[src/rtl/voice_allocator.sv]
// voice_allocator: maps channel-0 note messages onto a pool of voices, stealing one when all are held
module voice_allocator #(
  parameter int NUM_VOICES = 4,
  parameter int IDX_W      = 2
) (
  input  logic                  CLK,
  input  logic                  RST_N,
  input  logic [23:0]           MIDI_MSG,
  input  logic                  MIDI_MSG_RDY,
  input  logic [NUM_VOICES-1:0] VOICE_ACTIVE,
  output logic [23:0]           VOICE_MSG,
  output logic [NUM_VOICES-1:0] VOICE_MSG_RDY,
  output logic                  STEAL,
  output logic [7:0]            OVF_CNT
);
  localparam logic [NUM_VOICES-1:0] ONE = NUM_VOICES'(1);
  typedef enum logic [1:0] {IDLE, DECODE, DISPATCH} state_t;
  state_t state, state_nxt;
  logic [23:0] cur_msg, pend_msg;
  logic pend_vld, take, pend_load, drop;
  logic [NUM_VOICES-1:0] held, free_idle, free_rel, off_mask, on_mask, mask;
  logic [NUM_VOICES-1:0][6:0] note;
  logic [IDX_W-1:0] steal_ptr;
  logic is_on, is_off, is_ano, steal;
  // The pending message always wins in IDLE; a fresh strobe then refills the buffer.
  assign take      = state == IDLE && (MIDI_MSG_RDY || pend_vld);
  assign pend_load = MIDI_MSG_RDY && (state == IDLE ? pend_vld : !pend_vld);
  assign drop      = MIDI_MSG_RDY && state != IDLE && pend_vld;
  // State register
  always_ff @(posedge CLK or negedge RST_N)
    if (!RST_N) state <= IDLE;
    else state <= state_nxt;
  // Next-state logic: every message walks IDLE -> DECODE -> DISPATCH -> IDLE
  always_comb
    state_nxt = state == IDLE ? (take ? DECODE : IDLE) : state == DECODE ? DISPATCH : IDLE;
  // Decode of the current message into a target mask; VOICE_ACTIVE only matters while in DECODE
  always_comb begin
    is_on     = cur_msg[23:16] == 8'h90 && cur_msg[7:0] != 8'h00;
    is_off    = cur_msg[23:16] == 8'h80 || (cur_msg[23:16] == 8'h90 && cur_msg[7:0] == 8'h00);
    is_ano    = cur_msg[23:16] == 8'hB0 && cur_msg[15:8] == 8'h7B;
    free_idle = ~held & ~VOICE_ACTIVE;
    free_rel  = ~held;
    off_mask  = '0;
    for (int i = 0; i < NUM_VOICES; i++) off_mask[i] = held[i] && note[i] == cur_msg[14:8];
    on_mask   = |free_idle ? free_idle & (~free_idle + ONE) :
                |free_rel  ? free_rel & (~free_rel + ONE) : ONE << steal_ptr;
    steal     = is_on && !(|free_rel);
    mask      = is_on ? on_mask : is_off ? off_mask : is_ano ? '1 : '0;
  end
  // Message intake: current message, 1-deep pending buffer and saturating drop counter
  always_ff @(posedge CLK or negedge RST_N)
    if (!RST_N) begin
      cur_msg  <= '0;
      pend_msg <= '0;
      pend_vld <= 1'b0;
      OVF_CNT  <= '0;
    end else begin
      if (take) cur_msg <= pend_vld ? pend_msg : MIDI_MSG;
      if (pend_load) pend_msg <= MIDI_MSG;
      pend_vld <= state == IDLE ? pend_vld && MIDI_MSG_RDY : pend_vld || MIDI_MSG_RDY;
      if (drop && OVF_CNT != 8'hFF) OVF_CNT <= OVF_CNT + 8'd1;
    end
  // Registered dispatch strobe out of DECODE; the map and steal pointer commit during DISPATCH
  always_ff @(posedge CLK or negedge RST_N)
    if (!RST_N) begin
      VOICE_MSG     <= '0;
      VOICE_MSG_RDY <= '0;
      STEAL         <= 1'b0;
      held          <= '0;
      note          <= '0;
      steal_ptr     <= '0;
    end else begin
      VOICE_MSG_RDY <= state == DECODE ? mask : '0;
      STEAL         <= state == DECODE && steal;
      if (state == DECODE) VOICE_MSG <= cur_msg;
      if (state == DISPATCH) begin
        held <= is_on ? held | VOICE_MSG_RDY : is_off ? held & ~VOICE_MSG_RDY : is_ano ? '0 : held;
        for (int i = 0; i < NUM_VOICES; i++)
          if (is_on && VOICE_MSG_RDY[i]) note[i] <= cur_msg[14:8];
        if (STEAL) steal_ptr <= steal_ptr == IDX_W'(NUM_VOICES - 1) ? '0 : steal_ptr + IDX_W'(1);
      end
    end
endmodule

[config.mk]
export PLATFORM = sky130hd
export DESIGN_NAME = voice_allocator
export DESIGN_NICKNAME = d
export VERILOG_FILES = /design/src/rtl/voice_allocator.sv
export SDC_FILE = /design/constraint.sdc
export NUM_CORES = 1
export LEC_CHECK = 0
export BUFFER_PORTS_ARGS = -buffer_cell sky130_fd_sc_hd__buf_2
export CAP_MARGIN = 5
export CORE_ASPECT_RATIO = 2
export CORE_MARGIN = 4
export CORE_UTILIZATION = 45
export DETAILED_ROUTE_END_ITERATION = 8
export PLACE_DENSITY = 0.73
export SLEW_MARGIN = 20
export SYNTH_ARGS = -nofsm -noshare
export SYNTH_HDL_FRONTEND = slang
export SYNTH_SLANG_ARGS = --single-unit
export TNS_END_PERCENT = 1
[constraint.sdc]
create_clock -name CLK -period 2.3 [get_ports CLK]
set_input_delay 0.575 -clock CLK [delete_from_list [all_inputs] [get_ports CLK]]
set_output_delay 0.575 -clock CLK [all_outputs]
set_load 0.02 [all_outputs]
==> results of run 1 <==
## kinds of logic (layout without fill, tap and decap cells)
group,Yosys count,in the layout
and+or+nand+nor,164,164
DFF,122,122
muxes,80,80
AOI/OAI and AO/OA,48,48
xor gates and xnor gates,35,35
buffers and inverters,35,122
adders and majority gates,6,6
## per-layer routing
layer	track usage, %	vias to the layer above	part of all wire (%)
met5	0	-	0
met4	9.22	0	3.9
met3	4.77	41	3.9
met2	34.3	105	57
met1	19.0	1906	35
li1	-	1819	-
## state kept, by name (all words and copies together), names as in the netlist
name / count
STEAL: 1
pend_msg: 24
steal_ptr: 2
OVF_CNT: 8
cur_msg: 24
held: 4
VOICE_MSG_RDY: 4
VOICE_MSG: 24
state: 2
pend_vld: 1
note: 28
## synth_stat cells, types with 2 or more instances
cell      number
nor4_1         5
nor2_1        41
clkbuf_1      14
mux2_4         6
inv_1          6
a211oi_1       2
nand4_1        8
mux2_2        49
or4_1          2
buf_6          3
nand2_1       82
a21oi_1       28
xnor2_1        7
nor3_1         4
o21ai_0        7
buf_1          4
nor2b_1        2
nand3_1        7
buf_2          5
ha_1           5
dfrtp_1      122
nand3_4        4
mux2i_1       25
buf_4          2
xor2_1        28
## per-stage QoR
stage                     total power [mW]  hold WS, ns  setup slack, ns  instance area (µm²)  utilization (%)
after floorplan                       5.83        0.279            0.385                 5570                -
after global placement                6.78        0.446            0.283                 6110             50.4
after detailed placement              6.91        0.450            0.239                 6110             50.4
after CTS                             9.43       0.0125            0.232                 6660             54.9
after global routing                  9.92       0.0213            0.164                 6660             54.9
final                                 9.34       0.0252            0.244                 6660             54.9
## power by group
group | total [mW] | switching, mW | internal [mW]
Sequential | 3.43 | 0.532 | 2.90
Combinational | 3.44 | 2.05 | 1.39
Clock | 2.47 | 0.880 | 1.59
## worst max-delay path by stage
stage	start	endpoint	slack, ns	cells after the start
floorplan	cur_msg[5]$_DFFE_PN0P_	note[10]$_DFFE_PN0P_	0.39	5
global placement	cur_msg[17]$_DFFE_PN0P_	note[16]$_DFFE_PN0P_	0.28	5
detailed placement	cur_msg[17]$_DFFE_PN0P_	note[7]$_DFFE_PN0P_	0.24	5
CTS	cur_msg[17]$_DFFE_PN0P_	note[9]$_DFFE_PN0P_	0.23	5
global route	cur_msg[17]$_DFFE_PN0P_	note[9]$_DFFE_PN0P_	0.16	5
finish	cur_msg[17]$_DFFE_PN0P_	note[9]$_DFFE_PN0P_	0.24	5
## placed cells by master, fill, tap and decap left out, types with 6 or more instances in the layout
cell / n
o21ai_0: 7
buf_2: 66
inv_1: 6
mux2_4: 6
mux2i_1: 25
nor2_1: 40
clkbuf_16: 17
nand2_1: 82
dfrtp_1: 122
a21oi_1: 28
xnor2_1: 7
nand3_1: 7
xor2_1: 28
nand4_1: 8
buf_4: 20
mux2_2: 49
## final cells by class
class,instances,area share (%)
Sequential cell,122,45.9
Timing Repair Buffer,87,7.52
Clock buffer,20,6.71
Multi-Input combinational cell,333,35.3
Tap cell,147,2.76
Clock inverter,9,1.52
Inverter,6,0.338
## critical path: stages, from the launching register on
cell      delay [ns]
dfrtp_1         0.40
nor4_2          0.31
nand3b_2        0.19
nor3_4          0.47
nand3_4         0.22
mux2_4          0.34
==> results.py, run 1 <==
metrics = {
    "outcome": {
        "outcome": "finished, final reports clean",
    },
    "worst_setup_path": {
        "cp-end-kind": "flip-flop",
        "start_kind": "flip-flop",
        "r2r_slack_ns": 0.24,
        "r2r_start": "cur_msg[17]$_DFFE_PN0P_",
        "critPathRequiredTime_ns": 2.59,
        "criticalPathCategory": "reg2reg",
        "r2r_end": "note[9]$_DFFE_PN0P_",
        "rr_worst_depth": 5,
        "arrival_ns": 2.34,
        "path_max_fanout": 8,
    },
    "clocking": {
        "postCtsHoldBufs": 0,
        "cts_buffers": 17,
        "cts_resized": 0,
        "cts_setup_buffers": 0,
        "htree_levels": 4,
        "cts_buffer_depth": 2,
        "cts.sinks": 122,
        "clk_pin_slew_ns": 0.05,
        "clock_latency_ns": 0.41,
        "cts_tree": "yes",
        "cts-root-buf": "clkbuf_16",
    },
    "place": {
        "finalWeightedCongestion": 0.831,
        "placed_cells": 695,
        "hpwl_um": 9190,
        "port_buffers": 67,
    },
    "logic_synthesis": {
        "syn_nets": 526,
        "synth-simple-area-share_pct": 14.0,
        "synth_fa_ha_area_share_pct": 1.30,
        "synth_flop_cell": "dfrtp_1",
        "synth_top_area_share_pct": 54.8,
        "ys_ff_latch": 122,
        "synthMuxAreaShare_pct": 16.0,
        "synth_compound_area_share_pct": 5.19,
        "synth-edff-count": 0,
        "synth_area_um2": 5570,
        "synth_xor_area_share_pct": 5.50,
        "synth_area_leader_cell": "dfrtp_1",
        "synth.yosys.seq_area_share_pct": 54.8,
        "yosys-top-cells-area": "dfrtp_1 (55%), mux2_2 (9.9%), nand2_1 (5.5%), mux2i_1 (4.5%), xor2_1 (4.4%)",
        "async_flop_share_pct": 100,
        "synth_cell_types": 47,
        "avgSynthCellArea_um2": 11.4,
        "ys_warn_count": 0,
        "synth_top_family_by_area": "multiplexers",
        "synthCells": 490,
    },
    "die": {
        "initial_core_util_pct": 46.0,
        "die_w_um": 86.7,
        "fp.dieH_um": 165,
        "design.core.area_um2": 12100,
        "io_pins": 68,
        "dieArea_um2": 14300,
        "rows": 57,
    },
    "timing": {
        "hold_violations": 0,
        "skew_ns": 0.0105,
        "fmax_mhz": 486,
        "period_minus_slack_ns": 2.06,
        "worst_pin_slew_ns": 0.732,
        "slew_viol_final": 0,
        "rsz0062_at_grt": "false",
        "relSlewSlack_pct": 51.1,
        "setup_viol": 0,
        "fin_setup_tns_ns": 0,
        "finalCritPeriodShare_pct": 89.4,
    },
    "detailed_routing": {
        "drt_wl_total_um": 12400,
        "first_iter_violations": 162,
        "vias": 3871,
        "first_pass_iters": 4,
        "routedWlPerCell_um": 17.1,
        "ant_nets": 0,
        "vias_per_cell": 5.35,
        "post-route-drc-count": 0,
    },
    "final_layout": {
        "diodes": 0,
        "fillers": 1038,
        "multi_input_area_um2": 2350,
        "seqCellArea_um2": 3050,
        "fin_cells": 724,
        "layout-drive-gt1-share_pct": 31.2,
        "syn_to_final_growth_pct": 19.5,
        "nNetsFinal": 603,
    },
    "global_routing": {
        "grt_util_all_layers_pct": 18.6,
        "grt_max_degree": 56,
        "antenna_found_initial": 0,
        "grt_pass1_wl_um": 20200,
        "grt_pass1_vias": 4094,
        "overflow": 0,
    },
    "flow_run": {
        "drv_cap": 0,
    },
    "min_path": {
        "hp-class": "in2async",
    },
    "power": {
        "p_leak_nw": 3.30,
        "powerDensity_nw_per_um2": 1400,
        "ir_drop_mv": 1.05,
    },
}
No activity file was read; power rests on OpenSTA's default activity.
==> run 2: changes to the inputs <==
--- a/config.mk
+++ b/config.mk
@@ -12,6 +12,7 @@
 export CORE_UTILIZATION = 45
 export DETAILED_ROUTE_END_ITERATION = 8
 export PLACE_DENSITY = 0.73
+export SETUP_SLACK_MARGIN = 0.3
 export SLEW_MARGIN = 20
 export SYNTH_ARGS = -nofsm -noshare
 export SYNTH_HDL_FRONTEND = slang
==> results.py, run 2 (same netlist as run 1, synthesis figures left out) <==
metrics = {
    "outcome": {
        "outcome": "finished, final reports clean",
    },
    "final_layout": {
        "layout-drive-gt1-share_pct": 31.9,
        "diodes": 0,
        "syn_to_final_growth_pct": 20.4,
        "layout_common_cells": "dfrtp_1 (122), nand2_1 (82), buf_2 (66)",
        "top_register": "note",
        "nNetsFinal": 606,
        "final_util_pct": 55.3,
        "largest_reg_flops": 28,
        "layout_commonest_cell": "dfrtp_1",
    },
    "clocking": {
        "cts-root-buf": "clkbuf_16",
        "clock_latency_ns": 0.41,
        "cts_tree": "yes",
        "cts.sinks": 122,
        "cts_buffer_depth": 2,
        "postCtsHoldBufs": 0,
        "htree_levels": 4,
        "clk_pin_slew_ns": 0.06,
        "cts_buffers": 17,
    },
    "timing": {
        "hold_violations": 0,
        "rsz0062_at_grt": "true",
        "fmax_mhz": 499,
        "finalCritPeriodShare_pct": 87.0,
        "worst_pin_slew_ns": 0.739,
        "fin_setup_tns_ns": 0,
        "skew_ns": 0.0109,
        "relSlewSlack_pct": 50.7,
        "setup_viol": 0,
        "period_minus_slack_ns": 2.00,
        "slew_viol_final": 0,
        "setup_slack_ns": 0.298,
    },
    "place": {
        "finalWeightedCongestion": 0.831,
        "hpwl_um": 9190,
        "port_buffers": 67,
        "dp_slack_ns": 0.239,
    },
    "global_routing": {
        "use_met3_pct": 4.77,
        "grt.met1_usage_pct": 19.1,
        "grt_use_met2_pct": 34.3,
        "antenna_found_initial": 0,
        "grt_max_degree": 56,
        "grt_util_all_layers_pct": 18.7,
        "overflow": 0,
        "grt_busiest_layer": "met2",
        "grt_pass1_wl_um": 20300,
        "grt_pass1_vias": 4110,
    },
    "worst_setup_path": {
        "arrival_ns": 2.30,
        "max_stage_delay_ns": 0.56,
        "critPathRequiredTime_ns": 2.59,
        "critPathTopFamily": "simple AND/OR/NAND/NOR gates",
        "crit_buf_inv": 1,
        "path_cells": "or4_4 -> o21ai_4 -> nor3_4 -> buf_12 -> nand3_4 -> mux2_2",
        "cp-end-kind": "flip-flop",
        "slowest_stage": "or4_4",
        "path_max_fanout": 8,
        "start_kind": "flip-flop",
        "criticalPathCategory": "reg2reg",
    },
    "detailed_routing": {
        "ant_nets": 0,
        "first_iter_violations": 212,
        "routedWlPerCell_um": 17.2,
        "vias": 3877,
        "drt_wl_total_um": 12500,
        "first_pass_iters": 4,
        "vias_per_cell": 5.33,
        "post-route-drc-count": 0,
    },
    "die": {
        "die_w_um": 86.7,
        "initial_core_util_pct": 46.0,
        "design.core.area_um2": 12100,
        "fp.dieH_um": 165,
        "io_pins": 68,
        "dieArea_um2": 14300,
        "rows": 57,
    },
    "power": {
        "p_leak_nw": 3.32,
        "powerDensity_nw_per_um2": 1400,
        "ir_drop_mv": 1.04,
    },
    "min_path": {
        "hp-class": "in2async",
    },
    "flow_run": {
        "drv_cap": 0,
    },
}
==> run 2: area by class of cell <==
| type | instances | area, µm² |
|---|---|---|
| Inverter | 6 | 22.5 |
| Clock buffer | 20 | 447 |
| Clock inverter | 9 | 101 |
| Fill cell | 1027 | 5420 |
| Timing Repair Buffer | 90 | 536 |
| Tap cell | 147 | 184 |
| Sequential cell | 122 | 3050 |
| Multi-Input combinational cell | 333 | 2360 |
==> run 2: where the power goes <==
| part | switching, mW | internal [mW] | total, mW |
|---|---|---|---|
| Sequential | 0.538 | 2.90 | 3.43 |
| Clock | 0.883 | 1.59 | 2.47 |
| Combinational | 2.05 | 1.41 | 3.46 |
==> run 2: stage by stage <==
stage | power, mW | area [µm²] | cells | hold slack (ns)
floorplan | 5.83 | 5570 | 490 | 0.279
global placement | 6.78 | 6110 | 695 | 0.446
detailed placement | 6.91 | 6110 | 695 | 0.450
CTS | 9.44 | 6680 | 725 | 0.0125
global route | 9.95 | 6710 | 727 | 0.0213
finish | 9.37 | 6710 | 727 | 0.0239
==> run 2: path summary, 6_finish.rpt <==
kind	startpoint	to	slack [ns]	cells after the start
setup / recovery	cur_msg[5]$_DFFE_PN0P_	note[10]$_DFFE_PN0P_	0.30	6
hold / removal	RST_N	cur_msg[18]$_DFFE_PN0P_	0.02	1
setup reg to reg	cur_msg[5]$_DFFE_PN0P_	note[10]$_DFFE_PN0P_	0.30	6
hold reg to reg	VOICE_MSG[15]$_DFFE_PN0P_	VOICE_MSG[15]$_DFFE_PN0P_	0.47	2
max in group asynchronous	RST_N	STEAL$_DFF_PN0_	1.64	2
min in group CLK	MIDI_MSG[1]	pend_msg[1]$_DFFE_PN0P_	0.41	2
==> run 2: metal layers <==
layer | routed length, µm | up-vias
met5 | 0 | -
met4 | 453 | 0
met1 | 4410 | 1919
met3 | 470 | 32
li1 | - | 1833
met2 | 7150 | 93
==> run 2: timing repair <==
action                                  4_1_cts  5_1_grt
pin swaps                                     2        1
endpoints found under the setup margin       28       20
resized for setup                             2        2
setup buffers                                 1        2
